## config.mk

```make
export PLATFORM = sky130hd
export DESIGN_NAME = e203_itcm_icb_arbt_flat
export DESIGN_NICKNAME = d
export VERILOG_FILES = /design/src/rtl/e203_itcm_icb_arbt_if.sv /design/src/rtl/e203_itcm_icb_arbt.sv /design/src/flat_wrapper.sv
export SDC_FILE = /design/constraint.sdc
export NUM_CORES = 1
export LEC_CHECK = 0
export ABC_AREA = 1
export BUFFER_PORTS_ARGS = -buffer_cell sky130_fd_sc_hd__buf_2
export CORE_AREA = 4 4 104 106
export CTS_CLUSTER_SIZE = 30
export DETAILED_ROUTE_END_ITERATION = 8
export DIE_AREA = 0 0 108 110
export HOLD_SLACK_MARGIN = 0.02
export PLACE_DENSITY = 0.58
export SYNTH_ARGS = -nofsm -noshare
export SYNTH_HDL_FRONTEND = slang
export SYNTH_SLANG_ARGS = --single-unit
```

## constraint.sdc

```tcl
create_clock -name clk -period 2.7 [get_ports clk]
set_input_delay 0.27 -clock clk [delete_from_list [all_inputs] [get_ports clk]]
set_output_delay 0.27 -clock clk [all_outputs]
set_load 0.01 [all_outputs]
```

## src/rtl/e203_itcm_icb_arbt_if.sv

```systemverilog
// ICB point-to-point bundle: command channel from master, response channel back.
// No storage; pure wiring between an ICB master and an ICB slave.
// Backpressure: valid/ready on both the cmd and the rsp channel.
interface e203_itcm_icb_arbt_if #(
    parameter int AW = 16,
    parameter int DW = 32
);
    logic            cmd_valid;
    logic            cmd_ready;
    logic [AW-1:0]   cmd_addr;
    logic            cmd_read;
    logic [DW-1:0]   cmd_wdata;
    logic [DW/8-1:0] cmd_wmask;
    logic            rsp_valid;
    logic            rsp_ready;
    logic            rsp_err;
    logic [DW-1:0]   rsp_rdata;

    modport master (
        output cmd_valid, cmd_addr, cmd_read, cmd_wdata, cmd_wmask, rsp_ready,
        input  cmd_ready, rsp_valid, rsp_err, rsp_rdata
    );

    modport slave (
        input  cmd_valid, cmd_addr, cmd_read, cmd_wdata, cmd_wmask, rsp_ready,
        output cmd_ready, rsp_valid, rsp_err, rsp_rdata
    );
endinterface

```

## src/rtl/e203_itcm_icb_arbt.sv

```systemverilog
// Two-master (IFU/LSU) ICB arbiter onto the single ITCM port, in-order response routing, IFU holdup flag.
// Latency: zero-cycle command pass-through; responses routed combinationally from the ITCM.
// Backpressure: cmds stall when OUTS_DP commands are outstanding; ITCM rsp stalls on the owning master's rsp_ready.
module e203_itcm_icb_arbt #(
    parameter int AW         = 16,
    parameter int DW         = 32,
    parameter int OUTS_DP    = 2,
    parameter int STARVE_MAX = 4
) (
    input  logic                         clk,
    input  logic                         rst,
    e203_itcm_icb_arbt_if.slave          ifu2itcm_icb,
    e203_itcm_icb_arbt_if.slave          lsu2itcm_icb,
    e203_itcm_icb_arbt_if.master         itcm_icb,
    output logic                         ifu2itcm_holdup
);

    localparam int PW = (OUTS_DP > 1) ? $clog2(OUTS_DP) : 1;
    localparam int CW = $clog2(OUTS_DP + 1);
    localparam int SW = $clog2(STARVE_MAX + 1);

    // Source-ID FIFO: one bit per outstanding command, 1 = LSU owns it.
    logic [OUTS_DP-1:0] src_q;
    logic [PW-1:0]      wr_ptr;
    logic [PW-1:0]      rd_ptr;
    logic [CW-1:0]      cnt;
    logic [SW-1:0]      starve_cnt;

    logic cmd_ok;
    logic ifu_pri;
    logic gnt_lsu;
    logic gnt_ifu;
    logic cmd_hsk;
    logic ifu_hsk;
    logic lsu_hsk;
    logic fifo_empty;
    logic head_lsu;
    logic rsp_hsk;

    function automatic logic [PW-1:0] ptr_inc(input logic [PW-1:0] p);
        return (p == PW'(OUTS_DP - 1)) ? '0 : p + 1'b1;
    endfunction

    // Grant and command mux: LSU wins unless the IFU has been starved long enough.
    always_comb begin
        cmd_ok   = (cnt != CW'(OUTS_DP));
        ifu_pri  = (starve_cnt == SW'(STARVE_MAX));
        gnt_lsu  = lsu2itcm_icb.cmd_valid & ~(ifu_pri & ifu2itcm_icb.cmd_valid);
        gnt_ifu  = ifu2itcm_icb.cmd_valid & ~gnt_lsu;

        itcm_icb.cmd_valid = cmd_ok & (gnt_lsu | gnt_ifu);
        itcm_icb.cmd_addr  = gnt_lsu ? lsu2itcm_icb.cmd_addr  : ifu2itcm_icb.cmd_addr;
        itcm_icb.cmd_read  = gnt_lsu ? lsu2itcm_icb.cmd_read  : 1'b1;
        itcm_icb.cmd_wdata = gnt_lsu ? lsu2itcm_icb.cmd_wdata : '0;
        itcm_icb.cmd_wmask = gnt_lsu ? lsu2itcm_icb.cmd_wmask : '0;

        ifu2itcm_icb.cmd_ready = gnt_ifu & cmd_ok & itcm_icb.cmd_ready;
        lsu2itcm_icb.cmd_ready = gnt_lsu & cmd_ok & itcm_icb.cmd_ready;

        cmd_hsk = itcm_icb.cmd_valid & itcm_icb.cmd_ready;
        ifu_hsk = cmd_hsk & gnt_ifu;
        lsu_hsk = cmd_hsk & gnt_lsu;
    end

    // Response routing by the owner recorded at the FIFO head; err/rdata go to both masters.
    always_comb begin
        fifo_empty = (cnt == '0);
        head_lsu   = src_q[rd_ptr];

        ifu2itcm_icb.rsp_valid = itcm_icb.rsp_valid & ~fifo_empty & ~head_lsu;
        lsu2itcm_icb.rsp_valid = itcm_icb.rsp_valid & ~fifo_empty &  head_lsu;
        ifu2itcm_icb.rsp_err   = itcm_icb.rsp_err;
        lsu2itcm_icb.rsp_err   = itcm_icb.rsp_err;
        ifu2itcm_icb.rsp_rdata = itcm_icb.rsp_rdata;
        lsu2itcm_icb.rsp_rdata = itcm_icb.rsp_rdata;

        itcm_icb.rsp_ready = ~fifo_empty &
                             (head_lsu ? lsu2itcm_icb.rsp_ready : ifu2itcm_icb.rsp_ready);
        rsp_hsk = itcm_icb.rsp_valid & itcm_icb.rsp_ready;
    end

    // Source-ID FIFO: push on ITCM cmd handshake, pop on ITCM rsp handshake.
    always_ff @(posedge clk) begin
        if (rst) begin
            src_q  <= '0;
            wr_ptr <= '0;
            rd_ptr <= '0;
            cnt    <= '0;
        end else begin
            if (cmd_hsk) begin
                src_q[wr_ptr] <= gnt_lsu;
                wr_ptr        <= ptr_inc(wr_ptr);
            end
            if (rsp_hsk) begin
                rd_ptr <= ptr_inc(rd_ptr);
            end
            unique case ({cmd_hsk, rsp_hsk})
                2'b10:   cnt <= cnt + CW'(1);
                2'b01:   cnt <= cnt - CW'(1);
                default: cnt <= cnt;
            endcase
        end
    end

    // Anti-starvation: count LSU wins while the IFU is waiting, clear once the IFU gets in.
    always_ff @(posedge clk) begin
        if (rst) begin
            starve_cnt <= '0;
        end else if (ifu_hsk) begin
            starve_cnt <= '0;
        end else if (lsu_hsk && ifu2itcm_icb.cmd_valid && (starve_cnt != SW'(STARVE_MAX))) begin
            starve_cnt <= starve_cnt + SW'(1);
        end
    end

    // Holdup: ITCM read port still shows the last IFU data until any new command is issued.
    always_ff @(posedge clk) begin
        if (rst) begin
            ifu2itcm_holdup <= 1'b0;
        end else if (cmd_hsk) begin
            ifu2itcm_holdup <= 1'b0;
        end else if (rsp_hsk && !head_lsu) begin
            ifu2itcm_holdup <= 1'b1;
        end
    end

    // A response with nothing outstanding means the ITCM broke the in-order protocol.
    always_ff @(posedge clk) begin
        if (!rst) begin
            assert (!(itcm_icb.rsp_valid && fifo_empty));
        end
    end

endmodule
```

## src/flat_wrapper.sv

```systemverilog
// flat-port wrapper written by rule: the top's interface ports become plain ports
module e203_itcm_icb_arbt_flat 
#(
    parameter int AW         = 16,
    parameter int DW         = 32,
    parameter int OUTS_DP    = 2,
    parameter int STARVE_MAX = 4
)
  (clk, rst, ifu2itcm_holdup, ifu2itcm_icb_cmd_valid, ifu2itcm_icb_cmd_addr, ifu2itcm_icb_cmd_read, ifu2itcm_icb_cmd_wdata, ifu2itcm_icb_cmd_wmask, ifu2itcm_icb_rsp_ready, ifu2itcm_icb_cmd_ready, ifu2itcm_icb_rsp_valid, ifu2itcm_icb_rsp_err, ifu2itcm_icb_rsp_rdata, lsu2itcm_icb_cmd_valid, lsu2itcm_icb_cmd_addr, lsu2itcm_icb_cmd_read, lsu2itcm_icb_cmd_wdata, lsu2itcm_icb_cmd_wmask, lsu2itcm_icb_rsp_ready, lsu2itcm_icb_cmd_ready, lsu2itcm_icb_rsp_valid, lsu2itcm_icb_rsp_err, lsu2itcm_icb_rsp_rdata, itcm_icb_cmd_valid, itcm_icb_cmd_addr, itcm_icb_cmd_read, itcm_icb_cmd_wdata, itcm_icb_cmd_wmask, itcm_icb_rsp_ready, itcm_icb_cmd_ready, itcm_icb_rsp_valid, itcm_icb_rsp_err, itcm_icb_rsp_rdata);
  e203_itcm_icb_arbt_if #(.AW(AW), .DW(DW)) ifu2itcm_icb_i ();
  e203_itcm_icb_arbt_if #(.AW(AW), .DW(DW)) lsu2itcm_icb_i ();
  e203_itcm_icb_arbt_if #(.AW(AW), .DW(DW)) itcm_icb_i ();
  input  logic clk;
  input  logic rst;
  output logic ifu2itcm_holdup;
  input wire logic [$bits(ifu2itcm_icb_i.cmd_valid)-1:0] ifu2itcm_icb_cmd_valid;
  input wire logic [$bits(ifu2itcm_icb_i.cmd_addr)-1:0] ifu2itcm_icb_cmd_addr;
  input wire logic [$bits(ifu2itcm_icb_i.cmd_read)-1:0] ifu2itcm_icb_cmd_read;
  input wire logic [$bits(ifu2itcm_icb_i.cmd_wdata)-1:0] ifu2itcm_icb_cmd_wdata;
  input wire logic [$bits(ifu2itcm_icb_i.cmd_wmask)-1:0] ifu2itcm_icb_cmd_wmask;
  input wire logic [$bits(ifu2itcm_icb_i.rsp_ready)-1:0] ifu2itcm_icb_rsp_ready;
  output wire logic [$bits(ifu2itcm_icb_i.cmd_ready)-1:0] ifu2itcm_icb_cmd_ready;
  output wire logic [$bits(ifu2itcm_icb_i.rsp_valid)-1:0] ifu2itcm_icb_rsp_valid;
  output wire logic [$bits(ifu2itcm_icb_i.rsp_err)-1:0] ifu2itcm_icb_rsp_err;
  output wire logic [$bits(ifu2itcm_icb_i.rsp_rdata)-1:0] ifu2itcm_icb_rsp_rdata;
  input wire logic [$bits(lsu2itcm_icb_i.cmd_valid)-1:0] lsu2itcm_icb_cmd_valid;
  input wire logic [$bits(lsu2itcm_icb_i.cmd_addr)-1:0] lsu2itcm_icb_cmd_addr;
  input wire logic [$bits(lsu2itcm_icb_i.cmd_read)-1:0] lsu2itcm_icb_cmd_read;
  input wire logic [$bits(lsu2itcm_icb_i.cmd_wdata)-1:0] lsu2itcm_icb_cmd_wdata;
  input wire logic [$bits(lsu2itcm_icb_i.cmd_wmask)-1:0] lsu2itcm_icb_cmd_wmask;
  input wire logic [$bits(lsu2itcm_icb_i.rsp_ready)-1:0] lsu2itcm_icb_rsp_ready;
  output wire logic [$bits(lsu2itcm_icb_i.cmd_ready)-1:0] lsu2itcm_icb_cmd_ready;
  output wire logic [$bits(lsu2itcm_icb_i.rsp_valid)-1:0] lsu2itcm_icb_rsp_valid;
  output wire logic [$bits(lsu2itcm_icb_i.rsp_err)-1:0] lsu2itcm_icb_rsp_err;
  output wire logic [$bits(lsu2itcm_icb_i.rsp_rdata)-1:0] lsu2itcm_icb_rsp_rdata;
  output wire logic [$bits(itcm_icb_i.cmd_valid)-1:0] itcm_icb_cmd_valid;
  output wire logic [$bits(itcm_icb_i.cmd_addr)-1:0] itcm_icb_cmd_addr;
  output wire logic [$bits(itcm_icb_i.cmd_read)-1:0] itcm_icb_cmd_read;
  output wire logic [$bits(itcm_icb_i.cmd_wdata)-1:0] itcm_icb_cmd_wdata;
  output wire logic [$bits(itcm_icb_i.cmd_wmask)-1:0] itcm_icb_cmd_wmask;
  output wire logic [$bits(itcm_icb_i.rsp_ready)-1:0] itcm_icb_rsp_ready;
  input wire logic [$bits(itcm_icb_i.cmd_ready)-1:0] itcm_icb_cmd_ready;
  input wire logic [$bits(itcm_icb_i.rsp_valid)-1:0] itcm_icb_rsp_valid;
  input wire logic [$bits(itcm_icb_i.rsp_err)-1:0] itcm_icb_rsp_err;
  input wire logic [$bits(itcm_icb_i.rsp_rdata)-1:0] itcm_icb_rsp_rdata;
  assign ifu2itcm_icb_i.cmd_valid = ifu2itcm_icb_cmd_valid;
  assign ifu2itcm_icb_i.cmd_addr = ifu2itcm_icb_cmd_addr;
  assign ifu2itcm_icb_i.cmd_read = ifu2itcm_icb_cmd_read;
  assign ifu2itcm_icb_i.cmd_wdata = ifu2itcm_icb_cmd_wdata;
  assign ifu2itcm_icb_i.cmd_wmask = ifu2itcm_icb_cmd_wmask;
  assign ifu2itcm_icb_i.rsp_ready = ifu2itcm_icb_rsp_ready;
  assign ifu2itcm_icb_cmd_ready = ifu2itcm_icb_i.cmd_ready;
  assign ifu2itcm_icb_rsp_valid = ifu2itcm_icb_i.rsp_valid;
  assign ifu2itcm_icb_rsp_err = ifu2itcm_icb_i.rsp_err;
  assign ifu2itcm_icb_rsp_rdata = ifu2itcm_icb_i.rsp_rdata;
  assign lsu2itcm_icb_i.cmd_valid = lsu2itcm_icb_cmd_valid;
  assign lsu2itcm_icb_i.cmd_addr = lsu2itcm_icb_cmd_addr;
  assign lsu2itcm_icb_i.cmd_read = lsu2itcm_icb_cmd_read;
  assign lsu2itcm_icb_i.cmd_wdata = lsu2itcm_icb_cmd_wdata;
  assign lsu2itcm_icb_i.cmd_wmask = lsu2itcm_icb_cmd_wmask;
  assign lsu2itcm_icb_i.rsp_ready = lsu2itcm_icb_rsp_ready;
  assign lsu2itcm_icb_cmd_ready = lsu2itcm_icb_i.cmd_ready;
  assign lsu2itcm_icb_rsp_valid = lsu2itcm_icb_i.rsp_valid;
  assign lsu2itcm_icb_rsp_err = lsu2itcm_icb_i.rsp_err;
  assign lsu2itcm_icb_rsp_rdata = lsu2itcm_icb_i.rsp_rdata;
  assign itcm_icb_cmd_valid = itcm_icb_i.cmd_valid;
  assign itcm_icb_cmd_addr = itcm_icb_i.cmd_addr;
  assign itcm_icb_cmd_read = itcm_icb_i.cmd_read;
  assign itcm_icb_cmd_wdata = itcm_icb_i.cmd_wdata;
  assign itcm_icb_cmd_wmask = itcm_icb_i.cmd_wmask;
  assign itcm_icb_rsp_ready = itcm_icb_i.rsp_ready;
  assign itcm_icb_i.cmd_ready = itcm_icb_cmd_ready;
  assign itcm_icb_i.rsp_valid = itcm_icb_rsp_valid;
  assign itcm_icb_i.rsp_err = itcm_icb_rsp_err;
  assign itcm_icb_i.rsp_rdata = itcm_icb_rsp_rdata;
  e203_itcm_icb_arbt #(.AW(AW), .DW(DW), .OUTS_DP(OUTS_DP), .STARVE_MAX(STARVE_MAX)) u_core (.clk(clk), .rst(rst), .ifu2itcm_icb(ifu2itcm_icb_i), .lsu2itcm_icb(lsu2itcm_icb_i), .itcm_icb(itcm_icb_i), .ifu2itcm_holdup(ifu2itcm_holdup));
endmodule
```

==> flow_metrics.py <==
metrics = {
    "outcome": {
        "status": "finished clean",
    },
    "cells_and_area": {
        "syn2layout_area_growth_pct": 22.7,
        "n_fill_cell": 1127,
        "final_nets": 511,
        "multi_input_area_um2": 662,
        "drive_above_1_share": 0.411,
        "diodes": 0,
        "register_area_um2": 200,
    },
    "timing": {
        "relSlewSlack": 0.730,
        "skew_ns": 0.00337,
        "min_period_ns": 2.16,
        "drv_slew": 0,
        "worstMarginPinSlew_ns": 0.404,
        "finalHoldViolCount": 0,
        "report.final.setup_viol": 0,
        "setup_tns_ns": 0,
        "rsz0062_at_grt": "no",
        "fmaxAchievable_mhz": 463,
        "final.period_utilization": 0.800,
    },
    "clock_tree": {
        "post_cts_buffers": 0,
        "cts_buffer_depth": 2,
        "root_buffer": "clkbuf_8",
        "clk_latency_ns": 0.24,
        "clkSlewWorstSetupHoldPaths_ns": 0.05,
        "htreeDepth": 1,
        "cts_tree": "built",
        "cts_made_buffers": 3,
        "cts_resized": 0,
        "hold_buffers": 0,
        "cts_sinks": 10,
    },
    "power_and_ir_drop": {
        "power_uw": 638,
        "powerDensity_mw_per_mm2": 322,
        "peakVddDrop_v": 0.000223,
        "p_leak_nw": 1.32,
    },
    "synthesis": {
        "synth_common_cells": "nand2_1, buf_4, inv_1, nor2_1, dfxtp_1",
        "synth_seq_area_share": 0.124,
        "synth_nets": 442,
        "ys_seq_elements": 10,
        "synthTopCellsByArea": "buf_4, nand2_1, inv_1",
        "netlist_instances": 292,
        "ys_warn_count": 0,
        "netlist_area_mm2": 0.00162,
        "yosysTopAreaCell": "buf_4",
        "synth_edf_count": 0,
        "ys.flop_type": "dfxtp_1",
        "ys_types": 19,
        "syn_avg_cell_area_um2": 5.53,
        "ys_async_sr_fraction": 0,
        "yosys.cell_count.top_type": "nand2_1",
        "synth_top_area_frac": 0.307,
    },
    "worst_setup_path": {
        "end_kind": "output pin",
        "cp_max_fo": 27,
        "r2r_end": "u_core.starve_cnt[1]$_SDFFE_PP0P_",
        "crit_path_end": "itcm_icb_cmd_addr[2]",
        "cp.arrival_ns": 1.89,
        "critical_path_class": "register to output pin",
        "crit_required_ns": 2.43,
        "ff2ff_path_depth": 7,
        "r2r_start": "u_core.starve_cnt[0]$_SDFFE_PP0P_",
        "start_kind": "register",
        "crit_start": "u_core.starve_cnt[0]$_SDFFE_PP0P_",
        "r2r_slack_ns": 0.92,
    },
    "floorplanning": {
        "ios": 273,
        "die_width_um": 108,
        "core_mm2": 0.00977,
        "start_util": 0.165,
        "rows": 36,
        "die-area_mm2": 0.0119,
        "die_y_um": 110,
    },
    "place": {
        "globalplace.congestion": 0.753,
        "port_buffers": 136,
        "dp_hpwl_um": 4630,
    },
    "drt": {
        "via_per_inst": 3.63,
        "wl_per_cell_um": 11.1,
        "drt-initial-drc-count": 84,
        "route.detailed.drc": 0,
        "wl_um": 5450,
        "drtAntennaViolNets": 0,
        "firstDrtPassIters": 4,
        "vias": 1792,
    },
    "grt": {
        "grt_max_degree": 30,
        "antenna_found_initial": 0,
        "grt_first_pass_wirelength_um": 7460,
        "grtUsageTotal": 0.0782,
        "grt_overflow": 0,
        "grt_pass1_vias": 1619,
    },
    "hold_path": {
        "hold_start": "rst",
        "hp-class": "input port to register",
    },
    "run": {
        "maxCapViolations": 0,
    },
}
layout make-up:
type / instances / share of cell area
multi-input combinational: 153 / 0.334
inverter: 56 / 0.106
timing repair buffer: 137 / 0.347
tap: 133 / 0.0840
sequential: 10 / 0.101
clock buffer: 4 / 0.0278
layout by cell type (no fill, tap or decap), drive strengths merged:
cell type    n
nand3b       1
nand4        1
nor2        51
dfxtp       10
xor2         1
ha           3
or2          1
inv         56
buf        137
a21oi        9
nand2       73
o21ai        6
nand3        7
clkbuf       4
power breakdown:
part	leakage (nW)	switching (mW)	internal (mW)
combinational	1.21	0.159	0.121
sequential	0.0817	0.00935	0.160
clock	0.0288	0.0599	0.128
cells by family after synthesis:
logic type	share of synthesized area
xor gates and xnor gates	0.00542
AOI/OAI and AO/OA	0.0465
adders and majority gates	0.0232
and+or+nand+nor	0.335
buffers and inverters	0.466
DFF	0.124
routing by layer:
| metal | up-vias | track usage | share of wire |
|---|---|---|---|
| met5 | - | 0 | 0 |
| met4 | 0 | 0.0271 | 0.012 |
| met3 | 8 | 0.0291 | 0.13 |
| met2 | 121 | 0.148 | 0.51 |
| met1 | 751 | 0.0784 | 0.34 |
| li1 | 912 | - | - |
registers in the layout, summed over array words and instances, names as in the netlist:
signal / count
u_core.src_q: 2
u_core.wr_ptr: 1
u_core.cnt: 2
u_core.rd_ptr: 1
u_core.starve_cnt: 3
u_core.ifu2itcm_holdup: 1
critical path: stages, from the launching register on:
cell and delay (ns):
dfxtp_1 0.35, inv_1 0.07, ha_1 0.22, nand3_2 0.10, nand2_4 0.18, inv_2 0.38
nand2_1 0.10, nand2_1 0.11, buf_2 0.14
how the worst min path moves through the flow:
stage                                          endpoint  slack, ns  cells past startpoint
global route                 u_core.wr_ptr$_SDFFE_PP0N_       0.20                      2
detailed placement  u_core.ifu2itcm_holdup$_SDFFE_PP0P_       0.44                      2
global placement    u_core.ifu2itcm_holdup$_SDFFE_PP0P_       0.43                      2
CTS                          u_core.wr_ptr$_SDFFE_PP0N_       0.19                      2
floorplan                    u_core.wr_ptr$_SDFFE_PP0N_       0.34                      1
finish                       u_core.wr_ptr$_SDFFE_PP0N_       0.20                      2
per-stage QoR:
step / setup WS [ns] / util / instance area [um^2] / hold WS (ns) / std cells
5_1_grt: 0.283 / 0.203 / 1980 / 0.200 / 493
6_report: 0.541 / 0.203 / 1980 / 0.198 / 493
3_3_place_gp: 0.809 / 0.197 / 1930 / 0.432 / 489
2_1_floorplan: 1.20 / - / 1620 / 0.339 / 292
4_1_cts: 0.460 / 0.203 / 1980 / 0.194 / 493
3_5_place_dp: 0.724 / 0.197 / 1930 / 0.440 / 489
Power figures use the tool's default switching activity.
